## src/rtl/mmio_uart_tx_pkg.sv

```systemverilog
// Shared definitions for the memory-mapped UART transmitter: register offsets,
// STATUS/CTRL bit positions, TX state encoding and the default baud divider.
package mmio_uart_tx_pkg;

  localparam logic [1:0] REG_TXDATA = 2'd0;
  localparam logic [1:0] REG_STATUS = 2'd1;
  localparam logic [1:0] REG_CLKDIV = 2'd2;
  localparam logic [1:0] REG_CTRL   = 2'd3;

  localparam int STATUS_BUSY      = 0;
  localparam int STATUS_FULL      = 1;
  localparam int STATUS_EMPTY     = 2;
  localparam int STATUS_OVF       = 3;
  localparam int STATUS_COUNT_LSB = 8;

  localparam int CTRL_ENABLE  = 0;
  localparam int CTRL_CLR_OVF = 1;

  localparam logic [15:0] CLKDIV_RESET_DEFAULT = 16'd867;

  typedef enum logic [1:0] {
    ST_IDLE  = 2'd0,
    ST_START = 2'd1,
    ST_DATA  = 2'd2,
    ST_STOP  = 2'd3
  } tx_state_e;

endpackage

```

## src/rtl/mmio_uart_tx_if.sv

```systemverilog
// Data-memory style load/store bus shared by the CPU, data memory and the UART.
interface mmio_uart_tx_if;

  logic [31:0] addr;
  logic [31:0] write_value;
  logic        write_enable;
  logic        read_enable;
  logic [31:0] read_value;

  modport master (output addr, write_value, write_enable, read_enable, input read_value);
  modport slave  (input addr, write_value, write_enable, read_enable, output read_value);

endinterface

```

## src/rtl/mmio_uart_tx_fifo.sv

```systemverilog
// Synchronous byte FIFO feeding the transmitter. A push into a full FIFO is
// still accepted when a pop happens on the same edge.
module mmio_uart_tx_fifo #(
  parameter int DEPTH = 8,
  parameter int WIDTH = 8,
  localparam int AW = $clog2(DEPTH),
  localparam int CW = AW + 1
) (
  input  logic             clk,
  input  logic             rst,
  input  logic             push,
  input  logic [WIDTH-1:0] push_data,
  input  logic             pop,
  output logic [WIDTH-1:0] pop_data,
  output logic             full,
  output logic             empty,
  output logic [CW-1:0]    count
);

  logic [WIDTH-1:0] mem_q [DEPTH];
  logic [AW-1:0]    wr_ptr_q, wr_ptr_d;
  logic [AW-1:0]    rd_ptr_q, rd_ptr_d;
  logic [CW-1:0]    count_q, count_d;
  logic             push_ok, pop_ok;

  assign full     = (count_q == CW'(DEPTH));
  assign empty    = (count_q == '0);
  assign count    = count_q;
  assign pop_data = mem_q[rd_ptr_q];
  assign pop_ok   = pop & ~empty;
  assign push_ok  = push & (~full | pop_ok);

  always_comb begin
    wr_ptr_d = wr_ptr_q;
    rd_ptr_d = rd_ptr_q;
    count_d  = count_q;
    if (push_ok) wr_ptr_d = wr_ptr_q + AW'(1);
    if (pop_ok)  rd_ptr_d = rd_ptr_q + AW'(1);
    if (push_ok && !pop_ok)      count_d = count_q + CW'(1);
    else if (!push_ok && pop_ok) count_d = count_q - CW'(1);
  end

  always_ff @(posedge clk or negedge rst) begin
    if (!rst) begin
      wr_ptr_q <= '0;
      rd_ptr_q <= '0;
      count_q  <= '0;
    end else begin
      wr_ptr_q <= wr_ptr_d;
      rd_ptr_q <= rd_ptr_d;
      count_q  <= count_d;
    end
  end

  always_ff @(posedge clk) begin
    if (push_ok) mem_q[wr_ptr_q] <= push_data;
  end

endmodule

```

## src/rtl/mmio_uart_tx.sv

```systemverilog
// Memory-mapped 8N1 UART transmitter: bus decode, control registers, baud
// counter and the frame FSM. Bytes are queued in mmio_uart_tx_fifo.
module mmio_uart_tx
  import mmio_uart_tx_pkg::*;
#(
  parameter logic [31:0] BASE_ADDR    = 32'h0001_0000,
  parameter int          FIFO_DEPTH   = 8,
  parameter logic [15:0] CLKDIV_RESET = CLKDIV_RESET_DEFAULT
) (
  input  logic          clk,
  input  logic          rst,
  mmio_uart_tx_if.slave bus,
  output logic          sel,
  output logic          tx,
  output logic          irq
);

  localparam int CW = $clog2(FIFO_DEPTH) + 1;

  tx_state_e   state_q, state_d;
  logic [7:0]  shift_q, shift_d;
  logic [2:0]  bitcnt_q, bitcnt_d;
  logic [15:0] baud_q, baud_d;
  logic [15:0] clkdiv_q, clkdiv_d;
  logic        enable_q, enable_d;
  logic        ovf_q, ovf_d;
  logic        tx_q, tx_d;
  logic        irq_q, irq_d;

  logic [1:0]    offset;
  logic          wr_en, push, push_ok, bit_end, empty_next;
  logic          fifo_pop, fifo_full, fifo_empty;
  logic [7:0]    fifo_data;
  logic [CW-1:0] fifo_count;
  logic [31:0]   status_word, read_word;
  logic          unused_bits;

  assign sel         = (bus.addr[31:4] == BASE_ADDR[31:4]);
  assign offset      = bus.addr[3:2];
  assign wr_en       = sel & bus.write_enable;
  assign push        = wr_en & (offset == REG_TXDATA);
  assign bit_end     = (baud_q == 16'd0);
  assign unused_bits = ^{bus.addr[1:0], bus.write_value[31:16]};

  mmio_uart_tx_fifo #(.DEPTH(FIFO_DEPTH), .WIDTH(8)) u_fifo (
    .clk       (clk),
    .rst       (rst),
    .push      (push),
    .push_data (bus.write_value[7:0]),
    .pop       (fifo_pop),
    .pop_data  (fifo_data),
    .full      (fifo_full),
    .empty     (fifo_empty),
    .count     (fifo_count)
  );

  // Frame sequencing; the baud counter is reloaded from CLKDIV at every bit start.
  always_comb begin
    state_d  = state_q;
    shift_d  = shift_q;
    bitcnt_d = bitcnt_q;
    baud_d   = baud_q;
    fifo_pop = 1'b0;
    case (state_q)
      ST_IDLE: begin
        if (enable_q && !fifo_empty) begin
          fifo_pop = 1'b1;
          shift_d  = fifo_data;
          bitcnt_d = 3'd0;
          baud_d   = clkdiv_q;
          state_d  = ST_START;
        end
      end
      ST_START: begin
        if (bit_end) begin
          baud_d  = clkdiv_q;
          state_d = ST_DATA;
        end else baud_d = baud_q - 16'd1;
      end
      ST_DATA: begin
        if (bit_end) begin
          baud_d   = clkdiv_q;
          shift_d  = shift_q >> 1;
          bitcnt_d = bitcnt_q + 3'd1;
          if (bitcnt_q == 3'd7) state_d = ST_STOP;
        end else baud_d = baud_q - 16'd1;
      end
      ST_STOP: begin
        if (bit_end) state_d = ST_IDLE;
        else         baud_d  = baud_q - 16'd1;
      end
      default: state_d = ST_IDLE;
    endcase
    tx_d = (state_d == ST_START) ? 1'b0 :
           (state_d == ST_DATA)  ? shift_d[0] : 1'b1;
  end

  // Register writes; an overflow set wins over a same-cycle clear.
  always_comb begin
    clkdiv_d = clkdiv_q;
    enable_d = enable_q;
    ovf_d    = ovf_q;
    if (wr_en && offset == REG_CLKDIV) clkdiv_d = bus.write_value[15:0];
    if (wr_en && offset == REG_CTRL) begin
      enable_d = bus.write_value[CTRL_ENABLE];
      if (bus.write_value[CTRL_CLR_OVF]) ovf_d = 1'b0;
    end
    if (push && fifo_full && !fifo_pop) ovf_d = 1'b1;
    push_ok    = push & (~fifo_full | fifo_pop);
    empty_next = (fifo_empty & ~push_ok) |
                 ((fifo_count == CW'(1)) & fifo_pop & ~push_ok);
    irq_d      = enable_d & empty_next & (state_d == ST_IDLE);
  end

  always_comb begin
    status_word               = 32'h0;
    status_word[STATUS_BUSY]  = (state_q != ST_IDLE);
    status_word[STATUS_FULL]  = fifo_full;
    status_word[STATUS_EMPTY] = fifo_empty;
    status_word[STATUS_OVF]   = ovf_q;
    status_word = status_word | ((32'(fifo_count) << STATUS_COUNT_LSB) & 32'h0000_0F00);
    read_word = 32'h0;
    if (sel && bus.read_enable) begin
      case (offset)
        REG_STATUS: read_word = status_word;
        REG_CLKDIV: read_word = {16'h0, clkdiv_q};
        REG_CTRL:   read_word = {31'h0, enable_q};
        default:    read_word = 32'h0;
      endcase
    end
  end

  assign bus.read_value = read_word;
  assign tx  = tx_q;
  assign irq = irq_q;

  always_ff @(posedge clk or negedge rst) begin
    if (!rst) begin
      state_q  <= ST_IDLE;
      shift_q  <= 8'h0;
      bitcnt_q <= 3'd0;
      baud_q   <= 16'd0;
      clkdiv_q <= CLKDIV_RESET;
      enable_q <= 1'b1;
      ovf_q    <= 1'b0;
      tx_q     <= 1'b1;
      irq_q    <= 1'b0;
    end else begin
      state_q  <= state_d;
      shift_q  <= shift_d;
      bitcnt_q <= bitcnt_d;
      baud_q   <= baud_d;
      clkdiv_q <= clkdiv_d;
      enable_q <= enable_d;
      ovf_q    <= ovf_d;
      tx_q     <= tx_d;
      irq_q    <= irq_d;
    end
  end

endmodule

```

## src/flat_wrapper.sv

```systemverilog
// flat-port wrapper written by rule: the top's interface ports become plain ports
module mmio_uart_tx_flat import mmio_uart_tx_pkg::*;
#(
  parameter logic [31:0] BASE_ADDR    = 32'h0001_0000,
  parameter int          FIFO_DEPTH   = 8,
  parameter logic [15:0] CLKDIV_RESET = CLKDIV_RESET_DEFAULT
)
  (clk, rst, sel, tx, irq, bus_addr, bus_write_value, bus_write_enable, bus_read_enable, bus_read_value);
  mmio_uart_tx_if bus_i ();
  input  logic clk;
  input  logic rst;
  output logic sel;
  output logic tx;
  output logic irq;
  input wire logic [$bits(bus_i.addr)-1:0] bus_addr;
  input wire logic [$bits(bus_i.write_value)-1:0] bus_write_value;
  input wire logic [$bits(bus_i.write_enable)-1:0] bus_write_enable;
  input wire logic [$bits(bus_i.read_enable)-1:0] bus_read_enable;
  output wire logic [$bits(bus_i.read_value)-1:0] bus_read_value;
  assign bus_i.addr = bus_addr;
  assign bus_i.write_value = bus_write_value;
  assign bus_i.write_enable = bus_write_enable;
  assign bus_i.read_enable = bus_read_enable;
  assign bus_read_value = bus_i.read_value;
  mmio_uart_tx #(.BASE_ADDR(BASE_ADDR), .FIFO_DEPTH(FIFO_DEPTH), .CLKDIV_RESET(CLKDIV_RESET)) u_core (.clk(clk), .rst(rst), .bus(bus_i), .sel(sel), .tx(tx), .irq(irq));
endmodule
```

## config.mk

```make
export PLATFORM = sky130hd
export DESIGN_NAME = mmio_uart_tx_flat
export DESIGN_NICKNAME = d
export VERILOG_FILES = /design/src/rtl/mmio_uart_tx_pkg.sv /design/src/rtl/mmio_uart_tx_if.sv /design/src/rtl/mmio_uart_tx_fifo.sv /design/src/rtl/mmio_uart_tx.sv /design/src/flat_wrapper.sv
export SDC_FILE = /design/constraint.sdc
export NUM_CORES = 1
export LEC_CHECK = 0
export CAP_MARGIN = 20
export CORE_MARGIN = 2
export CORE_UTILIZATION = 53
export DETAILED_ROUTE_END_ITERATION = 10
export PLACE_DENSITY = 0.8
export SKIP_CTS_REPAIR_TIMING = 1
export SLEW_MARGIN = 15
export SYNTH_ARGS = -nofsm -noshare
export SYNTH_HDL_FRONTEND = slang
export SYNTH_HIERARCHICAL = 1
export SYNTH_SLANG_ARGS = --single-unit
```

## constraint.sdc

```tcl
create_clock -name clk -period 4.08 [get_ports clk]
set_input_delay 0.816 -clock clk [delete_from_list [all_inputs] [get_ports clk]]
set_output_delay 0.816 -clock clk [all_outputs]
set_load 0.02 [all_outputs]
```

==> results_dict.tcl, run 1 <==
set metrics [dict create \
    cp.arrival_ns 3.06 \
    path_class "in -> out" \
    hold_class "in -> async" \
    grt_overflow_total 0 \
    nNetsFinal 635 \
    coreArea_um2 11300 \
    cellPowerDensity_nw_per_um2 456 \
    htreeDepth 4 \
    yosys.area.top_type_share 0.315 \
    syn_avg_cell_area_um2 12.9 \
    crit_path_start_kind "input pin" \
    post_drt_wl_per_cell_um 21.2 \
    worst_slew_pin_slew_ns 0.943 \
    grtUsageTotal 0.252 \
    dpl_cell_area_um2 6910 \
    drt_first_pass_iters 8 \
    drive_gt1_frac 0.202 \
    cp_max_fo 8 \
    cts_root_buf "clkbuf_16" \
    viasPerCell 6.32 \
    ys_top_cells_by_count "64 x edfxtp_1, 51 x dfrtp_1, 27 x mux2_2" \
    yosysSeqAreaShare 0.559 \
    netlist.top_cell.by_area "edfxtp_1" \
    min_period_ns 3.87 \
    ant_nets 0 \
    outcome "completed" \
    fill_cells 808 \
    synth.distinct_cells 66 \
    vdd_drop_max_uv 311 \
    synth_most_common_cell "edfxtp_1" \
    synth_edf_count 64 \
    die-area_um2 12400 \
    drcViolationCount 0 \
    clk_pin_slew_ns 0.05 \
    antenna_found_initial 0 \
    cts_tree "done" \
    clk_latency_ns 0.41 \
    dp_hpwl_um 9620 \
    cts_buffers 17 \
    place_congestion 0.916 \
    max_freq_mhz 258 \
    drtIter0Drc 390 \
    vias 4476 \
    maxSlewHeadroom 0.371 \
    hold_violations 0 \
    chipWidth_um 111 \
    critPathCaptureType "output port" \
    synthArstFlopShare 0.480 \
    ys_warn_count 6 \
    fin_crit_sh 0.949 \
    antenna_cells 0 \
    grt_max_degree 31 \
    drv_cap 0 \
    grt_pass1_wl_um 24300 \
    synth.area.top_cells "edfxtp_1 31%, dfrtp_1 21%, mux4_2 5.9%" \
    place_ws_ns -0.00652 \
    syn_inst 473 \
    area_growth_syn_to_layout_pct 23.4 \
    rsz0062_at_grt "no" \
    fin_ws_ns 0.208 \
    p_leak_nw 2.91 \
    maxSlewViolCount 0 \
    die_h_um 111 \
    grt_pass1_vias 4477 \
    ys_ff_latch 123 \
    clock_sink_count 123 \
    required_ns 3.26 \
    skew_ns 0.00730 \
    wl_um 15000 \
    synth-main-ff-cell "edfxtp_1" \
    ios 103 \
    port_buffers 68 \
    setup_viol 0 \
    placementRows 39 \
    final_cell_area_um2 7530 \
    netlist_area_um2 6100 \
    start_util 0.539 \
    ctsLongestPathBuffers 2 \
]
power by group:
group | total, mW | internal [mW] | switching, mW
combinational | 0.519 | 0.178 | 0.341
sequential | 1.34 | 1.33 | 0.0107
clock | 1.58 | 1.02 | 0.556
stage by stage:
stage               total power [mW]  hold slack (ns)  utilization  cells   TNS, ns
global route                    3.55            0.501        0.665    708         0
CTS                             3.43            0.469        0.665    708         0
detailed placement              1.85            0.478        0.610    676  -0.00652
global placement                1.84            0.465        0.610    676         0
floorplan                       1.71            0.449            -    488         0
finish                          3.43            0.469        0.665    708         0
cell usage in the layout, fill, tap and decap left out, types with 5 or more instances in the layout:
cell             instances
buf_4                   17
nor2_1                  22
dfrtp_1                 51
and3_1                  11
mux2i_1                  5
clkbuf_16               17
dfstp_2                  8
a32oi_1                  8
o21ai_0                 19
xnor2_1                  5
mux4_2                  16
nand2_1                 23
a22oi_1                 11
nor4_1                  13
conb_1                  16
o211ai_1                 9
a21o_1                   5
or4_1                    5
inv_1                   14
a221o_1                  5
edfxtp_1                64
a21oi_1                 10
mux2_2                  27
clkdlybuf4s50_1         67
nor3_1                  11
nand3_1                 13
ha_1                    14
worst paths after layout:
check	startpoint	endpoint	slack [ns]	depth (start not counted)
worst min-delay path	rst	u_core/state_q[1]	0.47	1
worst max-delay path	bus_addr[17]	bus_read_value[14]	0.21	7
min in group clk	u_core/clkdiv_q[12]	u_core/baud_q[12]	0.50	1
worst max register to register	u_core/u_fifo/count[1]	u_core/u_fifo/count[3]	0.83	11
max in group asynchronous	rst	u_core/clkdiv_q[6]	2.68	2
worst min register to register	u_core/clkdiv_q[12]	u_core/baud_q[12]	0.50	1
cells by family (layout without fill, tap and decap cells):
| logic type | count (synthesis) | after routing | share of synthesized area |
|---|---|---|---|
| mux | 51 | 51 | 0.123 |
| buf+inv | 56 | 133 | 0.0484 |
| other cells | 1 | 16 | 0.000615 |
| flops | 123 | 123 | 0.559 |
| xor+xnor | 6 | 6 | 0.00861 |
| fa+ha+maj | 15 | 15 | 0.0320 |
| compound gates | 90 | 90 | 0.112 |
| simple gates | 131 | 131 | 0.117 |
layout make-up:
| type | instances | area, µm² | share of cell area |
|---|---|---|---|
| Sequential cell | 123 | 3410 | 0.453 |
| Multi-Input combinational cell | 309 | 2460 | 0.326 |
| Timing Repair Buffer | 85 | 803 | 0.107 |
| Clock buffer | 18 | 429 | 0.0570 |
| Clock inverter | 14 | 193 | 0.0256 |
| Tap cell | 143 | 179 | 0.0238 |
| Inverter | 16 | 60.1 | 0.00798 |
registers in the layout (all words and copies together) (netlist names), 2 cells and up:
name and cells:
u_core/baud_q 16, u_core/bitcnt_q 3, u_core/u_fifo/count 4, u_core/clkdiv_q 16
u_core/shift_q 8, u_core/state_q 2, u_core/u_fifo/rd_ptr_q 3, u_core/u_fifo/wr_ptr_q 3
u_core/u_fifo/mem_q 64
worst max-delay path: stages:
cell             delay [ns]
clkdlybuf4s50_1        0.41
nor4b_1                0.33
nand4_1                0.20
nor2_1                 0.25
and2_2                 0.27
and3_1                 0.17
clkdlybuf4s50_1        0.61
per-layer routing:
layer	wire length [µm]	track usage
met2	7570	0.420
met4	374	0.0840
met1	5910	0.334
met5	0	0
met3	1150	0.0536
Note: power is estimated with default switching activity, not from simulation.
==> run 2, diff against run 1 <==
Settings changed: CORE_MARGIN 2 to not set.
==> run 2 against run 1 <==
Net effect: cell area about the same; via count is 1.0% higher; sequential power barely moved; clock power shrank 4%; largest power group unchanged.
==> results_dict.tcl, run 2 (synthesized netlist as in run 1, its figures left out) <==
set metrics [dict create \
    worstRegToRegCells 12 \
    dp_hpwl_um 9510 \
    critPathCaptureType "output port" \
    area_growth_syn_to_layout_pct 23.3 \
    htreeDepth 4 \
    grt_pass1_wl_um 23300 \
    p_leak_nw 2.93 \
    vias 4521 \
    drcViolationCount 0 \
    crit_path_start_kind "input pin" \
    cts_tree "done" \
    antenna_found_initial 0 \
    die-area_um2 11900 \
    cp_max_fo 8 \
    maxSlewViolCount 0 \
    die_h_um 109 \
    hold_class "in -> async" \
    final_util 0.682 \
    cts_root_buf "clkbuf_16" \
    vdd_drop_max_uv 224 \
    drt_first_pass_iters 5 \
    hold_violations 0 \
    path_class "in -> out" \
    drv_cap 0 \
    hold_ws_ns 0.481 \
    start_util 0.553 \
    regMostFlops "u_core/u_fifo/mem_q" \
    drtIter0Drc 509 \
    ant_nets 0 \
    post_drt_wl_per_cell_um 20.8 \
    maxSlewHeadroom 0.449 \
    coreArea_um2 11000 \
    ios 103 \
    final_common_cell "clkdlybuf4s50_1" \
    final_cell_mix "67 x clkdlybuf4s50_1, 64 x edfxtp_1, 51 x dfrtp_1" \
    fin_crit_sh 0.945 \
    port_buffers 68 \
    grt_overflow_total 0 \
    tns_ns 0 \
    fin_ws_ns 0.223 \
    skew_ns 0.00692 \
    largest_reg_flops 64 \
    rr_startpoint "u_core/u_fifo/count[0]" \
    clk_latency_ns 0.41 \
    worst_slew_pin_slew_ns 0.827 \
    rsz0062_at_grt "no" \
    nNetsFinal 637 \
    ctsLongestPathBuffers 2 \
    place_ws_ns -0.0120 \
    outcome "completed" \
    clk_pin_slew_ns 0.05 \
    cp.arrival_ns 3.04 \
    chipWidth_um 109 \
    antenna_cells 0 \
    reg2reg_to "u_core/u_fifo/count[3]" \
    cts_buffers 17 \
    wl_um 14700 \
    min_period_ns 3.86 \
    clock_sink_count 123 \
    grt_max_degree 35 \
    max_freq_mhz 259 \
    top_regs "u_core/u_fifo/mem_q (64), u_core/baud_q (16), u_core/clkdiv_q (16)" \
    cellPowerDensity_nw_per_um2 450 \
    setup_viol 0 \
    regToRegSetupSlack_ns 0.65 \
    place_congestion 0.833 \
    grtUsageTotal 0.269 \
    placementRows 38 \
    required_ns 3.26 \
    viasPerCell 6.39 \
    drive_gt1_frac 0.206 \
    grt_pass1_vias 4381 \
]
## run 2: cell types whose count changed in the layout (fill, tap and decap cells not counted), sizes merged
cell      change
clkbuf        +3
clkinv        +3
clkinvlp      -3
buf           +2
inv           -2
bufinv        -1
## run 2: power by group
group / total [mW] / switching, mW / internal, mW
clock network: 1.52 / 0.528 / 0.991
registers: 1.34 / 0.00968 / 1.33
logic: 0.528 / 0.348 / 0.180
## run 2: stage by stage
| step | instances | area, µm² | total power [mW] |
|---|---|---|---|
| 2_1_floorplan | 488 | 6160 | 1.71 |
| 3_3_place_gp | 675 | 6920 | 1.83 |
| 3_5_place_dp | 675 | 6920 | 1.85 |
| 4_1_cts | 707 | 7520 | 3.39 |
| 5_1_grt | 707 | 7520 | 3.49 |
| 6_report | 707 | 7520 | 3.38 |
## run 2: how the worst max path moves through the flow
stage,from,endpoint,slack (ns),cells past startpoint
floorplan,bus_addr[14],u_core/u_fifo/count[3],0.46,12
global placement,bus_addr[14],u_core/u_fifo/count[3],0.14,13
detailed placement,bus_addr[5],u_core/u_fifo/count[3],-0.01,13
CTS,bus_addr[5],bus_read_value[15],0.08,7
global route,bus_addr[5],bus_read_value[4],0.11,7
finish,bus_addr[5],bus_read_value[15],0.22,7
## run 2: per-layer routing
metal	global-route usage	part of all wire	up-vias
met2	0.429	0.48	307
met5	0	0	-
li1	-	-	1956
met3	0.0705	0.092	45
met4	0.111	0.025	0
met1	0.352	0.40	2213
## run 2: final cells by class
type / count / area [µm²]
clock buffers: 21 / 460
clock inverters: 11 / 144
fillers: 748 / 3510
inverters: 16 / 60.1
multi-input cells: 309 / 2460
flip-flops and latches: 123 / 3410
well taps: 140 / 175
repair buffers: 87 / 818
## run 2: worst max-delay path: stages
cell	delay, ns
clkdlybuf4s50_1	0.40
nor4_1	0.32
nand4_1	0.19
nor2_1	0.24
and2_2	0.28
and3_1	0.19
clkdlybuf4s50_1	0.60
==> run 3, diff against run 2 <==
Settings changed: CORE_MARGIN set to 2, CORE_UTILIZATION 53 to 50, CTS_CLUSTER_SIZE set to 28, PLACE_DENSITY 0.8 to 0.76.
==> run 3 against run 2 <==
Net effect: count of clock-buffer cells in the layout is 2 lower; cell area increased by 0.80%; global-route usage is 3.2 points lower; flip-flop and latch count unchanged; cell count is 1.1% higher; sequential power is essentially flat; register-to-register slack got worse by 0.04 ns; clock power increased by 8%; highest routed layer unchanged.
==> results_dict.tcl, run 3 (synthesized netlist as in run 1, its figures left out) <==
set metrics [dict create \
    clock_sink_count 123 \
    area_growth_syn_to_layout_pct 24.3 \
    grt_overflow_total 0 \
    final_common_cell "clkdlybuf4s50_1" \
    dpl_cell_area_um2 6930 \
    grt_pass1_vias 4431 \
    place_ws_ns 0.132 \
    ant_nets 0 \
    clk_pin_slew_ns 0.06 \
    critPathBufInv 3 \
    post_drt_wl_per_cell_um 20.5 \
    clk_latency_ns 0.42 \
    antenna_found_initial 0 \
    grt_pass1_wl_um 23200 \
    viasPerCell 6.17 \
    critPathCaptureType "output port" \
    vias 4414 \
    die-area_um2 13100 \
    grt_max_degree 37 \
    port_buffers 68 \
    cts_buffers 17 \
    maxSlewViolCount 0 \
    tns_ns 0 \
    required_ns 3.26 \
    drt_first_pass_iters 5 \
    ios 103 \
    largest_reg_flops 64 \
    rr_startpoint "u_core/state_q[0]" \
    wl_um 14600 \
    nNetsFinal 638 \
    cellPowerDensity_nw_per_um2 461 \
    outcome "completed" \
    fin_ws_ns 0.169 \
    startpoint "bus_addr[14]" \
    ctsLongestPathBuffers 2 \
    crit_path_start_kind "input pin" \
    placed_cells 683 \
    coreArea_um2 12000 \
    finalNonFillerCells 715 \
    cts_root_buf "clkbuf_16" \
    chipWidth_um 114 \
    grtUsageTotal 0.237 \
    crit_top_cell "clkdlybuf4s50_1" \
    critPathMaxStageDelay_ns 0.61 \
    hold_ws_ns 0.384 \
    htreeDepth 4 \
    worst_slew_pin_slew_ns 0.826 \
    rsz0062_at_grt "no" \
    worstRegToRegCells 10 \
    maxSlewHeadroom 0.449 \
    path_class "in -> out" \
    final_cell_area_um2 7580 \
    cp.arrival_ns 3.10 \
    cp_max_fo 8 \
    dp_hpwl_um 9580 \
    cts_tree "done" \
    drcViolationCount 0 \
    die_h_um 114 \
    start_util 0.510 \
    p_leak_nw 2.94 \
    drv_cap 0 \
    fin_crit_sh 0.959 \
    regMostFlops "u_core/u_fifo/mem_q" \
    final_cell_mix "67 x clkdlybuf4s50_1, 64 x edfxtp_1, 51 x dfrtp_1" \
    critPathTopFamily "buffers and inverters" \
    placementRows 40 \
    skew_ns 0.0153 \
    hold_violations 0 \
    min_period_ns 3.91 \
    vdd_drop_max_uv 301 \
    antenna_cells 0 \
    cp_slowest_cell "clkdlybuf4s50_1" \
    setup_viol 0 \
    hold_class "in -> async" \
    top_regs "u_core/u_fifo/mem_q (64), u_core/baud_q (16), u_core/clkdiv_q (16)" \
    place_congestion 0.915 \
    crit_chain "clkdlybuf4s50_1, nor4b_1, nand4_1, nor2_1, and2_0, buf_4, and3_1, clkdlybuf4s50_1" \
    drtIter0Drc 354 \
    max_freq_mhz 256 \
    drive_gt1_frac 0.206 \
    cp.depth 8 \
    fill_cells 851 \
]
run 3: changes by cell type in the layout (fill, tap and decap cells not counted):
cell        before  now
and2_2           1    0
bufinv_16        3    5
clkinvlp_4       1    3
clkinv_4         2    3
clkinv_2         4    0
and2_0           1    2
inv_6            1    2
clkbuf_8         2    0
buf_4           19   20
run 3: path summary, 6_finish.rpt:
kind | end | slack, ns
setup / recovery | bus_read_value[14] | 0.17
hold / removal | u_core/shift_q[7] | 0.38
setup reg to reg | u_core/u_fifo/count[3] | 0.61
hold reg to reg | u_core/ovf_q | 0.49
max in group asynchronous | u_core/clkdiv_q[0] | 2.78
min in group clk | u_core/ovf_q | 0.49
run 3: power breakdown:
| group | internal (mW) | leakage, nW | switching, mW |
|---|---|---|---|
| clock | 1.09 | 0.304 | 0.550 |
| sequential | 1.33 | 1.35 | 0.0109 |
| combinational | 0.178 | 1.28 | 0.340 |
run 3: routing by layer:
layer  share of wire  track usage
met3           0.076       0.0556
met4           0.023       0.0902
met1            0.40        0.310
met5               0            0
met2            0.50        0.386
run 3: layout make-up:
type	count	area, µm²	share of cell area
flip-flops and latches	123	3410	0.450
multi-input cells	309	2450	0.324
repair buffers	88	826	0.109
clock buffers	19	433	0.0571
clock inverters	13	216	0.0285
well taps	147	184	0.0243
inverters	16	60.1	0.00792
run 3: per-stage QoR:
step	power, mW	util
global placement	1.83	0.580
floorplan	1.71	-
finish	3.49	0.634
global route	3.60	0.634
detailed placement	1.85	0.580
CTS	3.49	0.634
